===== src/rtl/hazard_ctrl.sv =====
// Pipeline hazard controller: RAW bubbles, taken-branch squash, HALT drain/freeze.
// Build option: define HAZARD_FWD_EN when the EX/MEM forwarding network is present.
module hazard_ctrl #(
  parameter int unsigned CNT_W     = 16,
  parameter int unsigned DRAIN_CYC = 3
) (
  input  logic             clk,
  input  logic             rst_n,
  input  logic [2:0]       ID_Rs,
  input  logic [2:0]       ID_Rt,
  input  logic             ID_UsesRs,
  input  logic             ID_UsesRt,
  input  logic             ID_nHaltSig,
  input  logic             IDEX_MemRead,
  input  logic             IDEX_RegWrt,
  input  logic [2:0]       IDEX_RD,
  input  logic             EXMEM_RegWrt,
  input  logic [2:0]       EXMEM_RD,
  input  logic             EX_BranchTaken,
  output logic             PC_we,
  output logic             IFID_we,
  output logic             IFID_flush,
  output logic             IDEX_valid,
  output logic             halted,
  output logic [CNT_W-1:0] stall_cnt
);

  localparam int unsigned DRN_W = (DRAIN_CYC < 3) ? 2 : $clog2(DRAIN_CYC + 1);

  typedef enum logic [1:0] {
    ST_RUN   = 2'd0,
    ST_DRAIN = 2'd1,
    ST_HALT  = 2'd2
  } state_e;

  state_e           state_q, state_d;
  logic [DRN_W-1:0] drn_q, drn_d;
  logic [CNT_W-1:0] stall_cnt_q, stall_cnt_d;

  logic ex_match;
  logic raw_stall;

  // Source-operand match against the instruction currently in EX.
  assign ex_match = (ID_UsesRs && (ID_Rs == IDEX_RD)) ||
                    (ID_UsesRt && (ID_Rt == IDEX_RD));

`ifdef HAZARD_FWD_EN
  logic unused_exmem;
  assign unused_exmem = ^{EXMEM_RegWrt, EXMEM_RD};
  // Only a load in EX cannot be forwarded in time.
  assign raw_stall = IDEX_MemRead && IDEX_RegWrt && ex_match;
`else
  logic mem_match;
  logic unused_memread;
  assign unused_memread = IDEX_MemRead;
  assign mem_match = (ID_UsesRs && (ID_Rs == EXMEM_RD)) ||
                     (ID_UsesRt && (ID_Rt == EXMEM_RD));
  // Without forwarding, wait until the writer has left MEM (RF bypasses WB).
  assign raw_stall = (IDEX_RegWrt && ex_match) || (EXMEM_RegWrt && mem_match);
`endif

  always_ff @(posedge clk or negedge rst_n) begin
    if (!rst_n) begin
      state_q     <= ST_RUN;
      drn_q       <= '0;
      stall_cnt_q <= '0;
    end else begin
      state_q     <= state_d;
      drn_q       <= drn_d;
      stall_cnt_q <= stall_cnt_d;
    end
  end

  always_comb begin
    state_d     = state_q;
    drn_d       = drn_q;
    stall_cnt_d = stall_cnt_q;
    PC_we       = 1'b0;
    IFID_we     = 1'b0;
    IFID_flush  = 1'b0;
    IDEX_valid  = 1'b0;
    halted      = 1'b0;

    case (state_q)
      ST_RUN: begin
        if (EX_BranchTaken) begin
          IFID_flush = 1'b1;
          PC_we      = 1'b1;
          IFID_we    = 1'b1;
        end else if (raw_stall) begin
          if (stall_cnt_q != {CNT_W{1'b1}}) begin
            stall_cnt_d = stall_cnt_q + CNT_W'(1);
          end
        end else if (!ID_nHaltSig) begin
          IDEX_valid = 1'b1;
          drn_d      = DRN_W'(DRAIN_CYC);
          state_d    = ST_DRAIN;
        end else begin
          PC_we      = 1'b1;
          IFID_we    = 1'b1;
          IDEX_valid = 1'b1;
        end
      end
      ST_DRAIN: begin
        // Freeze once the decremented count reaches 1, so halted rises DRAIN_CYC after issue.
        drn_d = drn_q - DRN_W'(1);
        if (drn_q <= DRN_W'(2)) begin
          state_d = ST_HALT;
        end
      end
      ST_HALT: begin
        halted = 1'b1;
      end
      default: begin
        state_d = ST_RUN;
      end
    endcase

    // Hold every control low while reset is asserted.
    if (!rst_n) begin
      PC_we      = 1'b0;
      IFID_we    = 1'b0;
      IFID_flush = 1'b0;
      IDEX_valid = 1'b0;
      halted     = 1'b0;
    end
  end

  assign stall_cnt = stall_cnt_q;

endmodule


===== config.mk =====
export PLATFORM = sky130hd
export DESIGN_NAME = hazard_ctrl
export DESIGN_NICKNAME = d
export VERILOG_FILES = /design/src/rtl/hazard_ctrl.sv
export SDC_FILE = /design/constraint.sdc
export NUM_CORES = 1
export LEC_CHECK = 0
export ABC_AREA = 1
export CORE_ASPECT_RATIO = 1.25
export CORE_MARGIN = 2
export CORE_UTILIZATION = 48
export DETAILED_ROUTE_END_ITERATION = 16
export HOLD_SLACK_MARGIN = 0.06
export PLACE_DENSITY = 0.8
export SYNTH_ARGS = -nofsm -noshare
export SYNTH_HDL_FRONTEND = slang
export SYNTH_SLANG_ARGS = --single-unit

===== constraint.sdc =====
create_clock -name clk -period 1.7 [get_ports clk]
set_input_delay 0.17 -clock clk [delete_from_list [all_inputs] [get_ports clk]]
set_output_delay 0.17 -clock clk [all_outputs]
set_load 0.05 [all_outputs]

==> results of run 1 <==
-- cell families (layout without fill, tap and decap cells) --
family | after synthesis | after routing | synth area share (%)
AO/OA/AOI/OAI | 3 | 3 | 1.052
XOR/XNOR | 11 | 11 | 6.230
adder cells (fa/ha/maj) | 2 | 2 | 1.618
buffers and inverters | 33 | 85 | 8.980
flip-flops | 20 | 20 | 32.36
AND/OR/NAND/NOR | 177 | 178 | 49.76
-- metal layers --
metal	part of all wire (%)	routed length, um	up-vias
met2	50	2138	48
li1	-	-	890
met1	44	1847	805
met3	4.1	175	9
met4	1.8	76	0
met5	0	0	-
-- power by group through the flow --
| stage | Sequential [mW] | Clock (mW) | Combinational [mW] |
|---|---|---|---|
| floorplan | 0.485 | 0 | 0.0730 |
| global placement | 0.485 | 0 | 0.165 |
| detailed placement | 0.485 | 0 | 0.168 |
| CTS | 0.475 | 0.379 | 0.174 |
| global route | 0.475 | 0.395 | 0.196 |
| finish | 0.475 | 0.378 | 0.177 |
-- area by class of cell --
type                            count  share of cell area [%]
Multi-Input combinational cell    194                   44.16
Timing Repair Buffer               55                   23.87
Sequential cell                    20                   22.85
Inverter                           26                   4.535
Clock buffer                        4                   2.494
Tap cell                           37                   2.098
-- cell usage after synthesis (all sizes together) (2+ instances only) --
| cell type | instances | area share [%] |
|---|---|---|
| nand4 | 20 | 8.1 |
| xor2 | 5 | 2.8 |
| inv | 24 | 5.8 |
| nor2 | 31 | 8.2 |
| ha | 2 | 1.6 |
| nand2 | 107 | 26 |
| o21ai | 2 | 0.65 |
| dfrtp | 20 | 32 |
| clkinv | 2 | 0.49 |
| nand3 | 15 | 6.0 |
| nor3 | 3 | 0.97 |
| buf | 6 | 2.4 |
| xnor2 | 6 | 3.4 |
-- flip-flops by register name, indices dropped and copies added, names as in the netlist --
signal / count
stall_cnt: 16
drn_q: 2
state_q: 2
-- placed cells by master, fill, tap and decap left out, drive strengths merged --
master,Yosys,layout
buf,6,36
clkbuf,1,4
clkdlybuf4s50,0,7
clkinv,2,2
dfrtp,20,20
dlygate4sd2,0,7
dlymetal6s2s,0,5
ha,2,2
inv,24,24
nand2,107,107
nand3,15,16
nand4,20,20
nor2,31,31
nor3,3,3
o21ai,2,2
o22ai,1,1
or3,1,1
xnor2,6,6
xor2,5,5
-- worst paths after layout --
| check | from | endpoint | slack (ns) | cells past startpoint |
|---|---|---|---|---|
| worst min-delay path | rst_n | state_q[0] | 0.37 | 2 |
| max in group asynchronous | rst_n | stall_cnt[0] | 1.06 | 2 |
| min in group clk | drn_q[1] | drn_q[1] | 0.53 | 2 |
| worst max-delay path | state_q[1] | IFID_we | 0.07 | 4 |
| worst max register to register | stall_cnt[0] | stall_cnt[5] | 0.13 | 9 |
| worst min register to register | drn_q[1] | drn_q[1] | 0.53 | 2 |
-- metrics by stage --
stage / hold slack [ns] / cells
after floorplan: -0.1256 / 246
after global placement: 0.5006 / 329
after detailed placement: 0.5066 / 329
after CTS: 0.3722 / 335
after global routing: 0.4046 / 336
final: 0.3726 / 336
-- worst max-delay path: stages (launching register included) --
cell and delay, ns:
dfrtp_1 0.47, nor2_4 0.17, nand2_1 0.13, o22ai_4 0.26, buf_12 0.17
-- timing repair --
item / 4_1_cts / 5_1_grt
setup endpoints to repair: 3 / 19
setup buffers: 2 / 0
gates cloned: 0 / 1
resized for setup: 11 / 10
pin swaps: 2 / 4
==> out/results.ini, run 1 <==
[run_status]
status = completed

[power]
power_frac_seq_pct = 46.1
ir_worst_vdd_uv = 382.2
p_comb_share_pct = 17.2
p_leak_nw = 1.149
power_density_mw_per_mm2 = 466.6
power.net_switching_uw = 271.1
power.internal_uw = 758.6
p_total_mw = 1.030
clkPwrFrac_pct = 36.7
p_sw_share_pct = 26.33

[finish]
fin_util_pct = 70.36
drive_above_1_share_pct = 20.40
multi_input_area_um2 = 974.7
area_growth_pct = 42.72
final-seq-area_um2 = 504.2
final_cell_area_mm2 = 0.002207
num-nets-final = 323
n_antenna_cell = 0
fillers = 255

[grt]
grt_util_met1_pct = 30.92
grt_use_met3_pct = 3.761
antenna_found_initial = 0
grt_pass1_vias = 1575
grt_first_pass_wirelength_um = 6837
grt_overflow = 0
use_met2_pct = 42.56
grt-busiest-layer = met2
track_usage_pct = 24.89
grt_max_degree = 18

[timing]
fmax_ghz = 0.6125
setup_violations = 0
finalCriticalPeriod_ns = 1.633
hold_viol_final = 0
slew_viol_final = 0
worst_slew_pin_slew_ns = 0.2912
min_period_over_period_pct = 96.03
setup_ws_ns = 0.06745
tns_ns = 0
slew_headroom_pct = 80.59
skew_ns = 0.007359

[critical_path]
crit_type = reg -> out
start_kind = register
crit_required_ns = 1.53
crit_fanout = 7
crit_arrival_ns = 1.46
cp-end-kind = output pin

[drt]
drtIter0Drc = 76
postRouteAntennaNets = 0
detail_route.wl_per_cell_um = 12.61
vias = 1752
route.detailed.drc = 0
routed_wl_um = 4237
firstDrtPassIters = 4
via_per_inst = 5.214

[logic_synthesis]
ys.flop_type = dfrtp_1
syn_avg_cell_area_um2 = 6.287
seq_area_frac_synth_pct = 32.36
synth_edf_count = 0
async_reset_ff_share_pct = 100.0
synth_area_mm2 = 0.001546
synth_cell_types = 25
syn_inst = 246
synth_seq_cells = 20
yosys_warnings = 0
synth_nets = 269

[die]
fp-row-count = 23
die_w_um = 54.77
core-area_mm2 = 0.003137
die_y_um = 67.46
initial_core_util_pct = 49.30
io_pins = 42
dieArea_mm2 = 0.003695

[clocking]
h-tree-depth = 1
clockBufferDepth = 2
hold_buffers = 0
clk_pin_slew_ns = 0.07
numCtsBuffers = 3
cts_sinks = 20
root_buffer = clkbuf_8
cts_tree = built
clkLatencyLatePin_ns = 0.26

[placement]
dp_hpwl_um = 2973
port_buffers = 40
pre_cts_slack_ns = -0.1667
post_dp_cell_area_mm2 = 0.002087
gp_congestion = 0.8913

[flow_run]
cap_violations = 0

[min_path]
hold_class = in -> async

Power figures use the tool's default switching activity.
==> inputs of run 2 (changes only) <==
--- a/config.mk
+++ b/config.mk
@@ -10,6 +10,6 @@
 export CORE_MARGIN = 2
-export CORE_UTILIZATION = 48
+export CORE_UTILIZATION = 44
 export DETAILED_ROUTE_END_ITERATION = 16
 export HOLD_SLACK_MARGIN = 0.06
-export PLACE_DENSITY = 0.8
+export PLACE_DENSITY = 0.77
 export SYNTH_ARGS = -nofsm -noshare
==> constraint.sdc (replaced) <==
create_clock -name clk -period 1.5 [get_ports clk]
set_input_delay 0.3 -clock clk [delete_from_list [all_inputs] [get_ports clk]]
set_output_delay 0.3 -clock clk [all_outputs]
set_load 0.05 [all_outputs]
==> run 2 against run 1 <==
The run now ends with negative setup slack left. Clock-buffer cell count stayed put. Worst hold slack worse by 0.081 ns. Combinational power is 22% higher. Critical endpoint unchanged.
==> out/results.ini, run 2 (synthesis results as in run 1) <==
[clocking]
clk_pin_slew_ns = 0.08  ; was 0.07 ns
numCtsBuffers = 3  ; unchanged
clockBufferDepth = 2  ; unchanged
clkLatencyLatePin_ns = 0.27  ; was 0.26 ns
h-tree-depth = 1  ; unchanged
hold_buffers = 0  ; unchanged
cts_tree = built  ; unchanged
cts_sinks = 20  ; unchanged
root_buffer = clkbuf_8  ; unchanged

[finish]
num-nets-final = 339  ; was 323
fin_cells = 354  ; was 336
drive_above_1_share_pct = 37.14  ; was 20.40%
fin_util_pct = 75.29  ; was 70.36%
final_cell_mix = nand2_1, buf_4, nor2_1  ; unchanged
n_antenna_cell = 0  ; unchanged
largest_reg_flops = 16  ; unchanged
mostFrequentLayoutCell = nand2_1  ; unchanged
area_growth_pct = 66.67  ; was 42.72%

[critical_path]
crit_fanout = 4  ; was 7
reg2reg_slack_ns = 0  ; was 0.13 ns
crit_type = reg -> out  ; unchanged
start_kind = register  ; unchanged
crit_arrival_ns = 1.38  ; was 1.46 ns
cp-end-kind = output pin  ; unchanged
crit_required_ns = 1.20  ; was 1.53 ns

[timing]
slew_headroom_pct = 82.47  ; was 80.59%
setup_violations = 4  ; was 0
worst_slew_pin_slew_ns = 0.2629  ; was 0.2912 ns
hold_ws_ns = 0.2912  ; was 0.3726 ns
setup_ws_ns = -0.1818  ; was 0.06745 ns
min_period_over_period_pct = 112.1
slew_viol_final = 0  ; unchanged
finalCriticalPeriod_ns = 1.682
grt_setup_unrepaired = true
fmax_ghz = 0.5946
skew_ns = 0.002937  ; was 0.007359 ns
hold_viol_final = 0  ; unchanged

[power]
power.net_switching_uw = 312.9  ; was 271.1 uW
p_sw_share_pct = 26.52  ; was 26.33%
power_frac_seq_pct = 45.6  ; was 46.1%
power.internal_uw = 867.1  ; was 758.6 uW
p_leak_nw = 1.225  ; was 1.149 nW
p_comb_share_pct = 18.3  ; was 17.2%
power_density_mw_per_mm2 = 457.8  ; was 466.6 mW/mm^2
clkPwrFrac_pct = 36.1  ; was 36.7%
ir_worst_vdd_uv = 470.3  ; was 382.2 uV

[drt]
firstDrtPassIters = 4  ; unchanged
detail_route.wl_per_cell_um = 13.03  ; was 12.61 um
route.detailed.drc = 0  ; unchanged
drtIter0Drc = 70  ; was 76
via_per_inst = 5.266  ; was 5.214
vias = 1864  ; was 1752
postRouteAntennaNets = 0  ; unchanged
routed_wl_um = 4613  ; was 4237 um

[die]
core-area_mm2 = 0.003423  ; was 0.003137 mm^2
initial_core_util_pct = 45.18  ; was 49.30%
fp-row-count = 24  ; was 23
dieArea_mm2 = 0.004008  ; was 0.003695 mm^2
die_y_um = 70.29  ; was 67.46 um
io_pins = 42  ; unchanged
die_w_um = 57.03  ; was 54.77 um

[grt]
grt_pass1_vias = 1763  ; was 1575
grt_overflow = 0  ; unchanged
grt_max_degree = 21  ; was 18
track_usage_pct = 22.69  ; was 24.89%
antenna_found_initial = 0  ; unchanged
grt_first_pass_wirelength_um = 7348  ; was 6837 um

[min_path]
hold_class = in -> async  ; unchanged

[placement]
gp_congestion = 0.8514  ; was 0.8913
port_buffers = 40  ; unchanged
dp_hpwl_um = 3229  ; was 2973 um
placed_cells = 342  ; was 329

[run_status]
status = complete, but fails checks  ; was completed
violations = negative setup slack

[flow_run]
cap_violations = 0  ; unchanged

==> run 2: stage by stage <==
step | cell area [um^2] | worst slack, ns | power [mW] | setup TNS (ns)
after floorplan | 1645 | -0.2224 | 0.6386 | -2.115
after global placement | 2442 | -0.4889 | 0.7564 | -10.79
after detailed placement | 2442 | -0.5406 | 0.7587 | -11.68
after CTS | 2479 | -0.1710 | 1.165 | -0.6085
after global routing | 2577 | -0.2144 | 1.213 | -1.465
final | 2577 | -0.1818 | 1.180 | -0.5882
==> run 2: critical path: stages, from the launching register on <==
cell	delay, ns
dfrtp_2	0.43
nor2_4	0.18
nand2_4	0.08
o22ai_4	0.25
buf_12	0.17
==> run 2: timing repair <==
item                       in CTS  in global routing
pin swaps                      18                 43
setup endpoints to repair      24                 23
resized for setup              62                 23
gates cloned                    0                  2
buffers inserted                2                  5
==> run 2: path summary, 6_finish.rpt <==
check | start | end | cells past startpoint
max | state_q[1] | IFID_we | 4
min | rst_n | stall_cnt[12] | 2
max reg2reg | stall_cnt[0] | stall_cnt[10] | 9
min reg2reg | drn_q[1] | drn_q[1] | 2
max in group asynchronous | rst_n | stall_cnt[5] | 2
min in group clk | drn_q[1] | drn_q[1] | 2
==> run 2: layout make-up <==
type                       instances  area [um^2]
fill                             249        845.8
tap                               39        48.80
sequential                        20        514.2
timing repair buffer              71        827.0
clock buffer                       4        55.05
multi-input combinational        194         1027
inverter                          26        105.1
==> run 2: routing by layer <==
metal | wire length [um] | global-route usage (%)
met4 | 153 | 9.561
met5 | 0 | 0
met1 | 1743 | 25.50
met3 | 296 | 2.593
met2 | 2420 | 42.02
==> run 2: power groups by stage <==
| stage | Combinational, mW | Clock [mW] | Sequential, mW |
|---|---|---|---|
| floorplan | 0.0893 | 0 | 0.549 |
| global route | 0.237 | 0.438 | 0.538 |
| detailed placement | 0.210 | 0 | 0.549 |
| finish | 0.216 | 0.426 | 0.538 |
| CTS | 0.203 | 0.423 | 0.538 |
| global placement | 0.207 | 0 | 0.549 |
==> inputs of run 3 (changes only) <==
Settings changed: SKIP_CTS_REPAIR_TIMING set to 1.
==> run 3 against run 2 <==
The run still ends with negative setup slack left. Worst hold slack got worse by 0.088 ns. Worst setup slack barely moved. Clock skew barely moved. Cell count rose by 0.28%. Die area did not move. Largest cell class unchanged. Combinational power barely moved. Flip-flop and latch count did not move. Sequential power barely moved. Design area rose by 1.5%. Core utilization rose by 1.1 points. Power rose by 0.19%.
==> out/results.ini, run 3 (synthesis results as in run 1) <==
[finish]
area_growth_pct = 69.17  ; was 66.67%
drive_above_1_share_pct = 37.34  ; was 37.14%
largest_reg_flops = 16  ; unchanged
final_cell_area_mm2 = 0.002616  ; was 0.002577 mm^2
final_cell_mix = nand2_1, buf_4, nor2_1  ; unchanged
n_antenna_cell = 0  ; unchanged
mostFrequentLayoutCell = nand2_1  ; unchanged
fin_util_pct = 76.43  ; was 75.29%
num-nets-final = 340  ; was 339

[timing]
setup_ws_ns = -0.1823  ; was -0.1818 ns
tns_ns = -0.5744  ; was -0.5882 ns
min_period_over_period_pct = 112.2  ; was 112.1%
slew_headroom_pct = 82.34  ; was 82.47%
hold_ws_ns = 0.2035  ; was 0.2912 ns
setup_violations = 4  ; unchanged
slew_viol_final = 0  ; unchanged
fmax_ghz = 0.5944  ; was 0.5946 GHz
hold_viol_final = 0  ; unchanged
skew_ns = 0.002864  ; was 0.002937 ns
grt_setup_unrepaired = true  ; unchanged
worst_slew_pin_slew_ns = 0.2649  ; was 0.2629 ns
finalCriticalPeriod_ns = 1.682  ; about the same

[die]
core-area_mm2 = 0.003423  ; unchanged
initial_core_util_pct = 45.18  ; unchanged
fp-row-count = 24  ; unchanged
die_w_um = 57.03  ; unchanged
dieArea_mm2 = 0.004008  ; unchanged
io_pins = 42  ; unchanged
die_y_um = 70.29  ; unchanged

[grt]
grt_first_pass_wirelength_um = 7217  ; was 7348 um
grt_overflow = 0  ; unchanged
grt_pass1_vias = 1746  ; was 1763
track_usage_pct = 22.31  ; was 22.69%
grt_max_degree = 21  ; unchanged
antenna_found_initial = 0  ; unchanged

[drt]
drtIter0Drc = 65  ; was 70
highest_layer = met4  ; unchanged
detail_route.wl_per_cell_um = 12.73  ; was 13.03 um
vias = 1851  ; was 1864
met3_length_um = 239  ; was 296 um
postRouteAntennaNets = 0  ; unchanged
via_per_inst = 5.214  ; was 5.266
route.detailed.drc = 0  ; unchanged
firstDrtPassIters = 4  ; unchanged
routed_wl_um = 4518  ; was 4613 um
wl_met2_um = 2390  ; was 2420 um
drt-met1-wl_um = 1718  ; was 1743 um

[critical_path]
r2r.worst_path.cells = 9  ; unchanged
max_stage_delay_ns = 0.43  ; about the same
cp-end-kind = output pin  ; unchanged
crit_arrival_ns = 1.38  ; about the same
crit_required_ns = 1.20  ; about the same
r2r_end = stall_cnt[15]  ; was stall_cnt[10]
crit_type = reg -> out  ; unchanged
crit_fanout = 4  ; unchanged
crit_path_top_delay_cell = dfrtp_2  ; unchanged
reg2reg_from = stall_cnt[5]  ; was stall_cnt[0]
reg2reg_slack_ns = 0.03  ; was 0 ns
cp_cell_sequence = nor2_4 -> nand2_4 -> o22ai_4 -> buf_12  ; unchanged
start_kind = register  ; unchanged

[power]
p_leak_nw = 1.292  ; was 1.225 nW
ir_worst_vdd_uv = 448.6  ; was 470.3 uV
power_density_mw_per_mm2 = 451.9  ; was 457.8 mW/mm^2

[placement]
dp_hpwl_um = 3229  ; unchanged
post_dp_cell_area_mm2 = 0.002442  ; unchanged
port_buffers = 40  ; unchanged
gp_congestion = 0.8514  ; unchanged

[clocking]
root_buffer = clkbuf_8  ; unchanged
cts_sinks = 20  ; unchanged
clkLatencyLatePin_ns = 0.27  ; about the same
clockBufferDepth = 2  ; unchanged
numCtsBuffers = 3  ; unchanged
cts_tree = built  ; unchanged
h-tree-depth = 1  ; unchanged
clk_pin_slew_ns = 0.08  ; about the same

[run_status]
violations = negative setup slack  ; unchanged
status = complete, but fails checks  ; unchanged

[flow_run]
cap_violations = 0  ; unchanged

[min_path]
hold_class = in -> async  ; unchanged

-- run 3: changes by cell type in the layout (fill, tap and decap cells not counted), sizes merged --
cell / change
dlygate4sd2: -2
dlymetal6s2s: +7
clkdlybuf4s15: -2
clkdlybuf4s50: +1
clkinv: -1
buf: -10
clkbuf: +7
inv: +1
-- run 3: worst max path at each step --
stage / startpoint / end / slack [ns] / depth (start not counted)
global placement: ID_Rt[0] / stall_cnt[8] / -0.49 / 13
detailed placement: ID_Rs[0] / stall_cnt[2] / -0.54 / 13
global route: ID_Rt[2] / IFID_we / -0.22 / 11
finish: state_q[1] / IFID_we / -0.18 / 4
CTS: ID_Rs[0] / IFID_we / -0.52 / 11
floorplan: state_q[1] / PC_we / -0.22 / 5
-- run 3: final cells by class --
class / instances / area, um^2
fillers: 253 / 807.0
clock buffers: 4 / 55.05
flip-flops and latches: 20 / 514.2
well taps: 39 / 48.80
repair buffers: 72 / 860.8
multi-input cells: 194 / 1040
inverters: 26 / 97.59
-- run 3: layer usage --
layer  track usage [%]  vias to the layer above
li1                  -                      921
met1             24.91                      843
met2             41.38                       69
met3             2.593                       18
met4             9.561                        0
met5                 0                        -
-- run 3: stage by stage --
stage / power, mW / setup WS, ns / std cells
after floorplan: 0.6386 / -0.2224 / 246
after global placement: 0.7564 / -0.4889 / 342
after detailed placement: 0.7587 / -0.5406 / 342
after CTS: 1.172 / -0.5166 / 346
final: 1.182 / -0.1823 / 355
after global routing: 1.216 / -0.2176 / 355
-- run 3: worst max-delay path: cells and delay by family (launching register included) --
kind,cells,cell delay (ns)
DFF,1,0.43
buffers and inverters,1,0.17
AOI/OAI and AO/OA,1,0.25
and+or+nand+nor,2,0.26
-- run 3: power breakdown --
part | leakage (nW) | switching, mW | internal [mW]
clock network | 0.0288 | 0.193 | 0.234
registers | 0.247 | 0 | 0.538
logic | 1.02 | 0.118 | 0.0982
total | 1.29 | 0.311 | 0.871
